**config.mk**
```make
export PLATFORM = sky130hd
export DESIGN_NAME = tdm_frame_rx
export DESIGN_NICKNAME = d
export VERILOG_FILES = /design/src/rtl/tdm_frame_rx.sv
export SDC_FILE = /design/constraint.sdc
export NUM_CORES = 1
export LEC_CHECK = 0
export CAP_MARGIN = 40
export CORE_MARGIN = 1.5
export CORE_UTILIZATION = 40
export DETAILED_ROUTE_END_ITERATION = 8
export PLACE_DENSITY = 0.58
export SYNTH_ARGS = -nofsm -noshare
export SYNTH_HDL_FRONTEND = slang
export SYNTH_SLANG_ARGS = --single-unit
export TNS_END_PERCENT = 20
```
**constraint.sdc**
```tcl
create_clock -name clk -period 2.17 [get_ports clk]
set_input_delay 0.217 -clock clk [delete_from_list [all_inputs] [get_ports clk]]
set_output_delay 0.217 -clock clk [all_outputs]
set_load 0.05 [all_outputs]
```
**src/rtl/tdm_frame_rx.sv**
```systemverilog
// Serial TDM receiver: recovers frame alignment from an embedded sync word and deserialises one data byte per frame.
// Optional even-parity bit after each data byte when TDM_RX_PARITY_EN is defined (adds the parity_err port).
module tdm_frame_rx #(
  parameter logic [7:0]  SYNC_WORD = 8'hA5,
  parameter int unsigned LOCK_CNT  = 2,
  parameter int unsigned LOSS_CNT  = 3
) (
  input  logic       clk,
  input  logic       rst_n,
  input  logic       sin,
  input  logic       sin_en,
  output logic [7:0] led,
  output logic       frame_valid,
  output logic       locked,
  output logic       sync_err
`ifdef TDM_RX_PARITY_EN
  ,
  output logic       parity_err
`endif
);

  localparam logic [1:0] ST_HUNT   = 2'd0;
  localparam logic [1:0] ST_DATA   = 2'd1;
  localparam logic [1:0] ST_SYNC   = 2'd2;
`ifdef TDM_RX_PARITY_EN
  localparam logic [1:0] ST_PARITY = 2'd3;
`endif

  localparam logic [2:0] LOCK_CNT_L = 3'(LOCK_CNT);
  localparam logic [2:0] LOSS_CNT_L = 3'(LOSS_CNT);

  logic [1:0] state_q, state_d;
  logic [7:0] sr_q, sr_d;
  logic [7:0] byte_q, byte_d;
  logic [2:0] bit_cnt_q, bit_cnt_d;
  logic [2:0] good_cnt_q, good_cnt_d;
  logic [2:0] bad_cnt_q, bad_cnt_d;
  logic       locked_q, locked_d;
  logic [7:0] led_q, led_d;
  logic       frame_valid_q, frame_valid_d;
  logic       sync_err_q, sync_err_d;
`ifdef TDM_RX_PARITY_EN
  logic       parity_err_q, parity_err_d;
`endif

  logic [7:0] sr_shift;
  logic [7:0] byte_next;
  logic [2:0] good_inc;
  logic [2:0] bad_inc;

  always_comb begin
    sr_shift             = {sin, sr_q[7:1]};
    byte_next            = byte_q;
    byte_next[bit_cnt_q] = sin;
    good_inc             = (good_cnt_q == 3'd7) ? 3'd7 : good_cnt_q + 3'd1;
    bad_inc              = (bad_cnt_q == 3'd7) ? 3'd7 : bad_cnt_q + 3'd1;

    state_d       = state_q;
    sr_d          = sr_q;
    byte_d        = byte_q;
    bit_cnt_d     = bit_cnt_q;
    good_cnt_d    = good_cnt_q;
    bad_cnt_d     = bad_cnt_q;
    locked_d      = locked_q;
    led_d         = led_q;
    frame_valid_d = 1'b0;
    sync_err_d    = 1'b0;
`ifdef TDM_RX_PARITY_EN
    parity_err_d  = 1'b0;
`endif

    if (sin_en) begin
      case (state_q)
        ST_HUNT: begin
          sr_d = sr_shift;
          if (sr_shift == SYNC_WORD) begin
            good_cnt_d = 3'd1;
            bad_cnt_d  = 3'd0;
            bit_cnt_d  = 3'd0;
            state_d    = ST_DATA;
            if (LOCK_CNT_L == 3'd1) begin
              locked_d = 1'b1;
            end
          end
        end

        ST_DATA: begin
          byte_d    = byte_next;
          bit_cnt_d = bit_cnt_q + 3'd1;
          if (bit_cnt_q == 3'd7) begin
            bit_cnt_d = 3'd0;
`ifdef TDM_RX_PARITY_EN
            state_d   = ST_PARITY;
`else
            // Bytes received before lock are dropped silently.
            if (locked_q) begin
              led_d         = byte_next;
              frame_valid_d = 1'b1;
            end
            state_d = ST_SYNC;
`endif
          end
        end

`ifdef TDM_RX_PARITY_EN
        ST_PARITY: begin
          if (sin == ^byte_q) begin
            if (locked_q) begin
              led_d         = byte_q;
              frame_valid_d = 1'b1;
            end
          end else begin
            parity_err_d = 1'b1;
          end
          bit_cnt_d = 3'd0;
          state_d   = ST_SYNC;
        end
`endif

        ST_SYNC: begin
          sr_d      = sr_shift;
          bit_cnt_d = bit_cnt_q + 3'd1;
          if (bit_cnt_q == 3'd7) begin
            bit_cnt_d = 3'd0;
            if (sr_shift == SYNC_WORD) begin
              good_cnt_d = good_inc;
              bad_cnt_d  = 3'd0;
              if (good_inc >= LOCK_CNT_L) begin
                locked_d = 1'b1;
              end
              state_d = ST_DATA;
            end else begin
              sync_err_d = 1'b1;
              good_cnt_d = 3'd0;
              if (!locked_q) begin
                bad_cnt_d = bad_inc;
                state_d   = ST_HUNT;
              end else if (bad_inc >= LOSS_CNT_L) begin
                locked_d  = 1'b0;
                bad_cnt_d = 3'd0;
                state_d   = ST_HUNT;
              end else begin
                // Flywheel: tolerate an isolated bad sync and keep alignment.
                bad_cnt_d = bad_inc;
                state_d   = ST_DATA;
              end
            end
          end
        end

        default: begin
          state_d = ST_HUNT;
        end
      endcase
    end
  end

  always_ff @(posedge clk or negedge rst_n) begin
    if (!rst_n) begin
      state_q       <= ST_HUNT;
      sr_q          <= 8'h00;
      byte_q        <= 8'h00;
      bit_cnt_q     <= 3'd0;
      good_cnt_q    <= 3'd0;
      bad_cnt_q     <= 3'd0;
      locked_q      <= 1'b0;
      led_q         <= 8'h00;
      frame_valid_q <= 1'b0;
      sync_err_q    <= 1'b0;
`ifdef TDM_RX_PARITY_EN
      parity_err_q  <= 1'b0;
`endif
    end else begin
      state_q       <= state_d;
      sr_q          <= sr_d;
      byte_q        <= byte_d;
      bit_cnt_q     <= bit_cnt_d;
      good_cnt_q    <= good_cnt_d;
      bad_cnt_q     <= bad_cnt_d;
      locked_q      <= locked_d;
      led_q         <= led_d;
      frame_valid_q <= frame_valid_d;
      sync_err_q    <= sync_err_d;
`ifdef TDM_RX_PARITY_EN
      parity_err_q  <= parity_err_d;
`endif
    end
  end

  assign led         = led_q;
  assign frame_valid = frame_valid_q;
  assign locked      = locked_q;
  assign sync_err    = sync_err_q;
`ifdef TDM_RX_PARITY_EN
  assign parity_err  = parity_err_q;
`endif

endmodule
```
# Word level (Yosys, flattened, before mapping)

Index checks and enable logic that the tools add are counted.

Flip-flop bits (word level): 38
Bits of input ports: 4
Output and inout port bits: 11
Logic and storage cells: 76

Add/sub/neg operators: 3
Order comparisons: 4
Eq/ne operators: 10
Muxes and demuxes: 36
Reduce and logical (&&, ||, !) cells: 13

Operator list:

| kind                                                               | count |
|---|---|
| two-way mux 3 bit                                                  | 11 |
| case mux 3 bit (2 select lines)                                    | 3 |
| two-way mux 1 bit                                                  | 16 |
| AND reduction 4 bit                                                | 4 |
| adder 3 x 1 -> 3 bit (second input constant)                       | 3 |
| equality test 3 bit (second input constant)                        | 3 |
| bitwise mux 8 bit                                                  | 1 |
| equality test 8 bit (second input constant)                        | 1 |
| greater-or-equal comparator 3 x 2 -> 1 bit (second input constant) | 2 |
| two-way mux 2 bit                                                  | 3 |
| != test 2 bit (second input constant)                              | 3 |
| case mux 2 bit (3 select lines)                                    | 1 |
| less-than comparator 3 x 4 -> 1 bit (second input constant)        | 1 |
| AND reduction 2 bit                                                | 2 |
| nonzero test 2 bit                                                 | 2 |
| OR reduction 2 bit                                                 | 2 |
| demux 1 bit (select 3 bit)                                         | 1 |
| greater-or-equal comparator 3 x 1 -> 1 bit (second input constant) | 1 |
| AND reduction 3 bit                                                | 1 |
| equality test 2 x 1 -> 1 bit (second input constant)               | 1 |
| equality test 2 bit (second input constant)                        | 1 |
| zero test 2 bit                                                    | 1 |
| != test 2 x 1 -> 1 bit (second input constant)                     | 1 |
| logical AND 1 bit                                                  | 1 |

# Depth between registers and ports, before layout

Gate-level depths: netlist of the first run.

Depth in word-level cells: 8
Mapped depth: 7
Mapped depth without buffers: 6

# Worst setup path before layout of the first run

No wires, ideal clock.

Path type: reg2reg
Start: register state_q[0]
End: register good_cnt_q[0]
Setup time: 0.125 ns
Data arrival time: 1.643 ns
Data required time: 2.045 ns
Path slack: 0.402 ns
Stages on the path, launching flop included: 8
Buffers on the path: 1
Period minus slack after synthesis: 1.768 ns
Cell sequence: dfrtp_1 inv_1 ha_1 buf_2 o21ai_2 a21oi_2 and2_1 mux2_2

Cells in the longest elaborated chain, start to end: 3
Elaborated cells between the ends (all ways): 7
Classes of those cells: eq/ne: 3; mux: 1; reduce/logical: 3

RTL lines:

| what                                                                        | RTL line | source |
|---|---|---|
| start: declaration                                                          | 32       | `logic [1:0] state_q, state_d;` |
| start signal: assignment                                                    | 174      | `state_q <= state_d;` |
| equality test 2 bit / zero test 2 bit (equally long branches)               | 73       | `case (state_q)` |
| != test 2 bit (no source line) / nonzero test 2 bit (equally long branches) | n/a      |  |
| AND reduction 4 bit (no source line)                                        | n/a      |  |
| end signal: assignment                                                      | 178      | `good_cnt_q <= good_cnt_d;` |
| end: declaration                                                            | 36       | `logic [2:0] good_cnt_q, good_cnt_d;` |

Several ways; a longest one is shown, not always the timed one.
A chain may end at the register's enable or synchronous reset.

# Final worst setup path of the first run

Same ends and word-level chain as after synthesis.

==> results.yml, run 1 <==
power:
  irDropWorstVdd_mv: 0.585
  power.density_nw_per_um2: 1090
  static-leakage-power_nw: 0.974
clock_tree:
  cts.htree.levels: 2
  post-cts-setup-buffers: 0
  cts.clk_slew.worst_paths_ps: 80
  clock-root-buffer: "clkbuf_8"
  holdBufCountCts: 0
  clock_latency_ps: 290
  cts_buffers: 5
  clk_path_buf_depth: 2
  cts_tree: "done"
  resized_after_cts: 0
  numClockSinks: 37
die:
  die_span_in_x_um: 71.8
  boundaryPins: 15
  die_area_um2: 5150
  initial_standard_cell_utilization_of_the_core_pct: 42.6
  chipHeight_um: 71.8
  fp-row-count: 24
  core-area_um2: 4440
synthesis:
  syn-cell-area_um2: 1890
  synth.lib_cells_used.distinct: 34
  yosys_register_bits: 37
  synth-edff-count: 0
  synth.yosys.seq_area_share_pct: 48.9
  synth_top_flop_cell: "dfrtp_1"
  syn_avg_cell_area_um2: 10.9
  synth.yosys.warnings: 0
  mappedNetlistNets: 186
  synthArstFlopShare_pct: 100
  netlist_instances: 173
worst_hold_path:
  hold_path_class: "in2async"
sta:
  max_slew_violations: 0
  unrepaired_setup_endpoints_after_global_routing: "no"
  max_clock_freq_mhz: 504
  setup_viol: 0
  skew_ps: 3.19
  worstMarginPinSlew_ps: 498
  post-route-min-period_ps: 1980
  maxSlewHeadroom_pct: 66.7
  setup_total_negative_slack_ps: 0
  report.final.hold_viol_count: 0
  fin_crit_sh_pct: 91.5
global_routing:
  globalRoute.totalOverflow: 0
  grt_start_max_net_pins: 38
  antenna_found_initial: 0
  grt_pass1_wl_um: 6220
  grt_pass1_vias: 1365
  grt_use_total_pct: 15.4
critical_path:
  critPathKind: "reg2reg"
  r2r_setup_slack_ps: 190
  cp.arrival_ps: 2160
  critical_path.endpoint_type: "flop"
  timing.reg2reg.worst_path_depth: 6
  critical_register_to_register_path_endpoint: "good_cnt_q[0]$_DFFE_PN0P_"
  crit_required_ps: 2350
  regToRegStartpoint: "state_q[0]$_DFFE_PN0P_"
  path_max_fanout: 8
  critical_path.startpoint_type: "flop"
placed_design:
  gp_congestion: 0.763
  dp_hpwl_um: 2460
  numPlacedInstances: 237
  io_buffer_count: 14
drt:
  drt-wirelength-per-cell_um: 14.1
  drt_first_pass_iters: 8
  met3WireLength_um: 149
  met2WireLength_um: 1630
  top_layer: "met4"
  route.layer.met1.wl_um: 1640
  drt-vias-per-instance: 5.40
  post_drt_antenna_nets: 0
  route.final.wire_length_um: 3460
  via_count: 1323
  route.detailed.drc: 2
  dr_iter_0_viols: 44
layout:
  filler_cell_count: 401
  finalNonFillerCells: 245
  area_delta_synth_final_pct: 17.1
  final_common_cell: "dfrtp_1"
  most_frequent_cells_in_the_layout: "37 x dfrtp_1, 19 x mux2_2, 14 x nand2_1, 14 x clkdlybuf4s50_1"
  nets: 205
  post_route_cells_drive_above_1_share_pct: 20.7
  antenna-diode-count: 0
run_status:
  run_status: "complete, but fails checks"
  violations: "design-rule violations"
flow_run:
  drv.max_cap_violation_count: 0
-- synth_stat cells (all sizes together), types with 2 or more instances --
| cell type | instances | area [um^2] |
|---|---|---|
| a21boi | 2 | 15.0 |
| a21oi | 10 | 53.8 |
| a31oi | 2 | 12.5 |
| a32o | 3 | 30.0 |
| and2 | 3 | 21.3 |
| and4bb | 2 | 28.8 |
| buf | 4 | 26.3 |
| clkbuf | 4 | 15.0 |
| dfrtp | 37 | 926 |
| ha | 9 | 113 |
| inv | 5 | 18.8 |
| mux2 | 19 | 214 |
| mux2i | 8 | 80.1 |
| nand2 | 14 | 52.6 |
| nand2b | 3 | 18.8 |
| nand3 | 5 | 25.0 |
| nand3b | 3 | 22.5 |
| nor2 | 12 | 45.0 |
| nor3 | 5 | 25.0 |
| o21ai | 13 | 68.8 |
| o2bb2ai | 2 | 17.5 |
-- state kept, by name, summed over array words and instances (netlist names) --
name         cells
bit_cnt_q        3
state_q          2
sync_err         1
frame_valid      1
sr_q             7
led              8
byte_q           8
locked           1
good_cnt_q       3
bad_cnt_q        3
-- worst max-delay path: stages, from the launching register on --
cell and delay, ps:
dfrtp_1 420, inv_1 100, ha_1 330, o21ai_2 220
a21oi_2 220, and2_1 230, mux2_2 350
-- metrics by stage --
stage / hold slack, ps / power (W) / setup WS [ps] / cell area [um^2] / utilization [%]
after floorplan: -78.6 / 0.00164 / 402 / 1890 / -
after global routing: 388 / 0.00261 / 50.7 / 2220 / 49.9
after CTS: 372 / 0.00246 / 178 / 2220 / 49.9
after detailed placement: 470 / 0.00185 / 194 / 2100 / 47.3
after global placement: 464 / 0.00180 / 271 / 2100 / 47.3
final: 355 / 0.00243 / 185 / 2220 / 49.9
-- worst max path at each step --
stage                                start                         to  cells past startpoint  slack, ps
floorplan           state_q[0]$_DFFE_PN0P_  good_cnt_q[0]$_DFFE_PN0P_                      7        400
global placement                    sin_en  good_cnt_q[1]$_DFFE_PN0P_                      5        270
detailed placement  state_q[0]$_DFFE_PN0P_  good_cnt_q[1]$_DFFE_PN0P_                      6        190
CTS                 state_q[0]$_DFFE_PN0P_  good_cnt_q[1]$_DFFE_PN0P_                      6        180
global route        state_q[0]$_DFFE_PN0P_  good_cnt_q[0]$_DFFE_PN0P_                      6         50
finish              state_q[0]$_DFFE_PN0P_  good_cnt_q[0]$_DFFE_PN0P_                      6        190
-- routing by layer --
layer	vias up	global-route usage [%]
met5	-	0
met4	0	7.76
met3	5	3.52
met2	30	24.9
met1	629	19.4
li1	659	-
-- kinds of logic after synthesis --
kind of cell / after synthesis / synth area share (%)
buffers and inverters: 13 / 3.17
and+or+nand+nor: 52 / 14.6
DFF: 37 / 48.9
adders and majority gates: 9 / 5.95
AOI/OAI and AO/OA: 35 / 11.8
muxes: 27 / 15.5
-- report_power, final --
group / total (W) / internal, W / switching, W
sequential: 0.000959 / 0.000858 / 0.000102
clock: 0.000601 / 0.000344 / 0.000257
combinational: 0.000866 / 0.000425 / 0.000441
total: 0.00243 / 0.00163 / 0.000799
-- area by class of cell --
class                           count  area [um^2]  area share (%)
Clock buffer                        5         68.8            3.10
Clock inverter                      3         46.3            2.09
Inverter                            5         18.8           0.846
Multi-Input combinational cell    123          907            40.9
Sequential cell                    37          926            41.8
Tap cell                           52         65.1            2.93
Timing Repair Buffer               20          185            8.35
No activity file was read; power rests on OpenSTA's default activity.
==> run 2: changes to the inputs <==
- CORE_MARGIN: 1.5 -> 1
==> results.yml, run 2 (synthesis gave the netlist of run 1 again) <==
run_status:
  run_status: "completed"
drt:
  met2WireLength_um: 1630
  route.final.wire_length_um: 3530
  route.layer.met1.wl_um: 1680
  dr_iter_0_viols: 91
  drt-wirelength-per-cell_um: 14.4
  met3WireLength_um: 163
  post_drt_antenna_nets: 0
  via_count: 1337
  drt_first_pass_iters: 6
  route.detailed.drc: 0
  drt-vias-per-instance: 5.48
  top_layer: "met4"
sta:
  worstMarginPinSlew_ps: 505
  setup_total_negative_slack_ps: 0
  max_slew_violations: 0
  post-route-min-period_ps: 1990
  maxSlewHeadroom_pct: 66.3
  max_clock_freq_mhz: 502
  report.final.hold_viol_count: 0
  setup_viol: 0
  fin_crit_sh_pct: 91.7
  unrepaired_setup_endpoints_after_global_routing: "no"
  skew_ps: 1.94
layout:
  post_route_cells_drive_above_1_share_pct: 19.8
  most_frequent_cells_in_the_layout: "37 x dfrtp_1, 19 x mux2_2, 14 x nand2_1, 14 x clkdlybuf4s50_1"
  final_util_pct: 49.2
  finalNonFillerCells: 244
  area_delta_synth_final_pct: 15.6
  final_common_cell: "dfrtp_1"
  antenna-diode-count: 0
  nets: 205
  filler_cell_count: 402
power:
  pwr-share-clk_pct: 20.9
  static-leakage-power_nw: 0.964
  power_frac_seq_pct: 41.6
  netSwitchingFraction_pct: 34.0
  internal-power_w: 0.00154
  power.share.combinational_pct: 37.5
  irDropWorstVdd_mv: 0.444
  power.density_nw_per_um2: 1060
  p_sw_w: 0.000792
global_routing:
  globalRoute.totalOverflow: 0
  antenna_found_initial: 0
  grt_pass1_vias: 1402
  grt_start_max_net_pins: 38
  grt_use_total_pct: 16.4
  grt_pass1_wl_um: 6250
die:
  chipHeight_um: 70.8
  fp-row-count: 24
  die_span_in_x_um: 70.8
  die_area_um2: 5010
  boundaryPins: 15
  core-area_um2: 4440
  initial_standard_cell_utilization_of_the_core_pct: 42.6
worst_hold_path:
  hold_path_class: "in2async"
clock_tree:
  clock-root-buffer: "clkbuf_8"
  numClockSinks: 37
  clock_latency_ps: 290
  clk_path_buf_depth: 2
  cts_buffers: 5
  resized_after_cts: 0
  post-cts-setup-buffers: 0
  cts_tree: "done"
  cts.htree.levels: 2
  holdBufCountCts: 0
  cts.clk_slew.worst_paths_ps: 70
critical_path:
  regToRegStartpoint: "state_q[0]$_DFFE_PN0P_"
  critical_path.startpoint_type: "flop"
  r2r_setup_slack_ps: 180
  critPathKind: "reg2reg"
  critical_register_to_register_path_endpoint: "good_cnt_q[0]$_DFFE_PN0P_"
  cp.arrival_ps: 2160
  path_max_fanout: 8
  critical_path.endpoint_type: "flop"
  crit_required_ps: 2340
  timing.reg2reg.worst_path_depth: 6
placed_design:
  numPlacedInstances: 237
  gp_congestion: 0.801
  io_buffer_count: 14
  dp_hpwl_um: 2510
flow_run:
  drv.max_cap_violation_count: 0
-- run 2: cell count changes in the layout (fill, tap and decap cells not counted) --
cell        change
bufinv_16       -1
clkbuf_1        +1
clkbuf_8        +1
clkinv_4        -1
clkinvlp_4      -1
-- run 2: power by group through the flow --
| stage | Sequential (W) | Clock [W] | Combinational [W] |
|---|---|---|---|
| 3_3_place_gp | 0.000968 | 0 | 0.000838 |
| 5_1_grt | 0.000994 | 0.000539 | 0.000979 |
| 4_1_cts | 0.000970 | 0.000504 | 0.000882 |
| 6_report | 0.000968 | 0.000486 | 0.000874 |
| 3_5_place_dp | 0.000985 | 0 | 0.000879 |
| 2_1_floorplan | 0.000967 | 0 | 0.000670 |
-- run 2: area by class of cell --
class	count	area, um^2	share of cell area [%]
Tap cell	52	65.1	2.97
Sequential cell	37	926	42.3
Inverter	5	18.8	0.858
Timing Repair Buffer	20	185	8.46
Clock buffer	7	86.3	3.95
Multi-Input combinational cell	123	907	41.5
-- run 2: worst max path at each step --
stage	start	end	slack [ps]	depth (start not counted)
after floorplan	state_q[0]$_DFFE_PN0P_	good_cnt_q[0]$_DFFE_PN0P_	400	7
after global placement	sin_en	good_cnt_q[1]$_DFFE_PN0P_	270	5
after detailed placement	sin_en	good_cnt_q[0]$_DFFE_PN0P_	190	5
after CTS	state_q[0]$_DFFE_PN0P_	good_cnt_q[0]$_DFFE_PN0P_	170	6
after global routing	state_q[0]$_DFFE_PN0P_	good_cnt_q[0]$_DFFE_PN0P_	30	6
final	state_q[0]$_DFFE_PN0P_	good_cnt_q[0]$_DFFE_PN0P_	180	6
-- run 2: worst max-delay path, stage by stage, from the launching register on --
cell and delay, ps:
dfrtp_1 430, inv_1 90, ha_1 320, o21ai_2 210, a21oi_2 210, and2_1 240, mux2_2 370
-- run 2: metrics by stage --
step | hold WS, ps | setup WS (ps) | power, W | instance area (um^2)
final | 343 | 179 | 0.00233 | 2190
after global routing | 382 | 28.9 | 0.00251 | 2190
after CTS | 361 | 174 | 0.00236 | 2190
after detailed placement | 470 | 189 | 0.00186 | 2100
after global placement | 463 | 271 | 0.00181 | 2100
after floorplan | -78.6 | 402 | 0.00164 | 1890
-- run 2: per-layer routing --
metal / global-route usage [%] / up-vias
li1: - / 657
met1: 19.7 / 641
met2: 26.5 / 31
met3: 5.84 / 8
met4: 7.11 / 0
met5: 0 / -
==> run 3: changes to the inputs <==
- HOLD_SLACK_MARGIN: not set -> 0.12
==> results of run 3 <==
No change in the layout: final DEF, timing and power equal those of run 2.
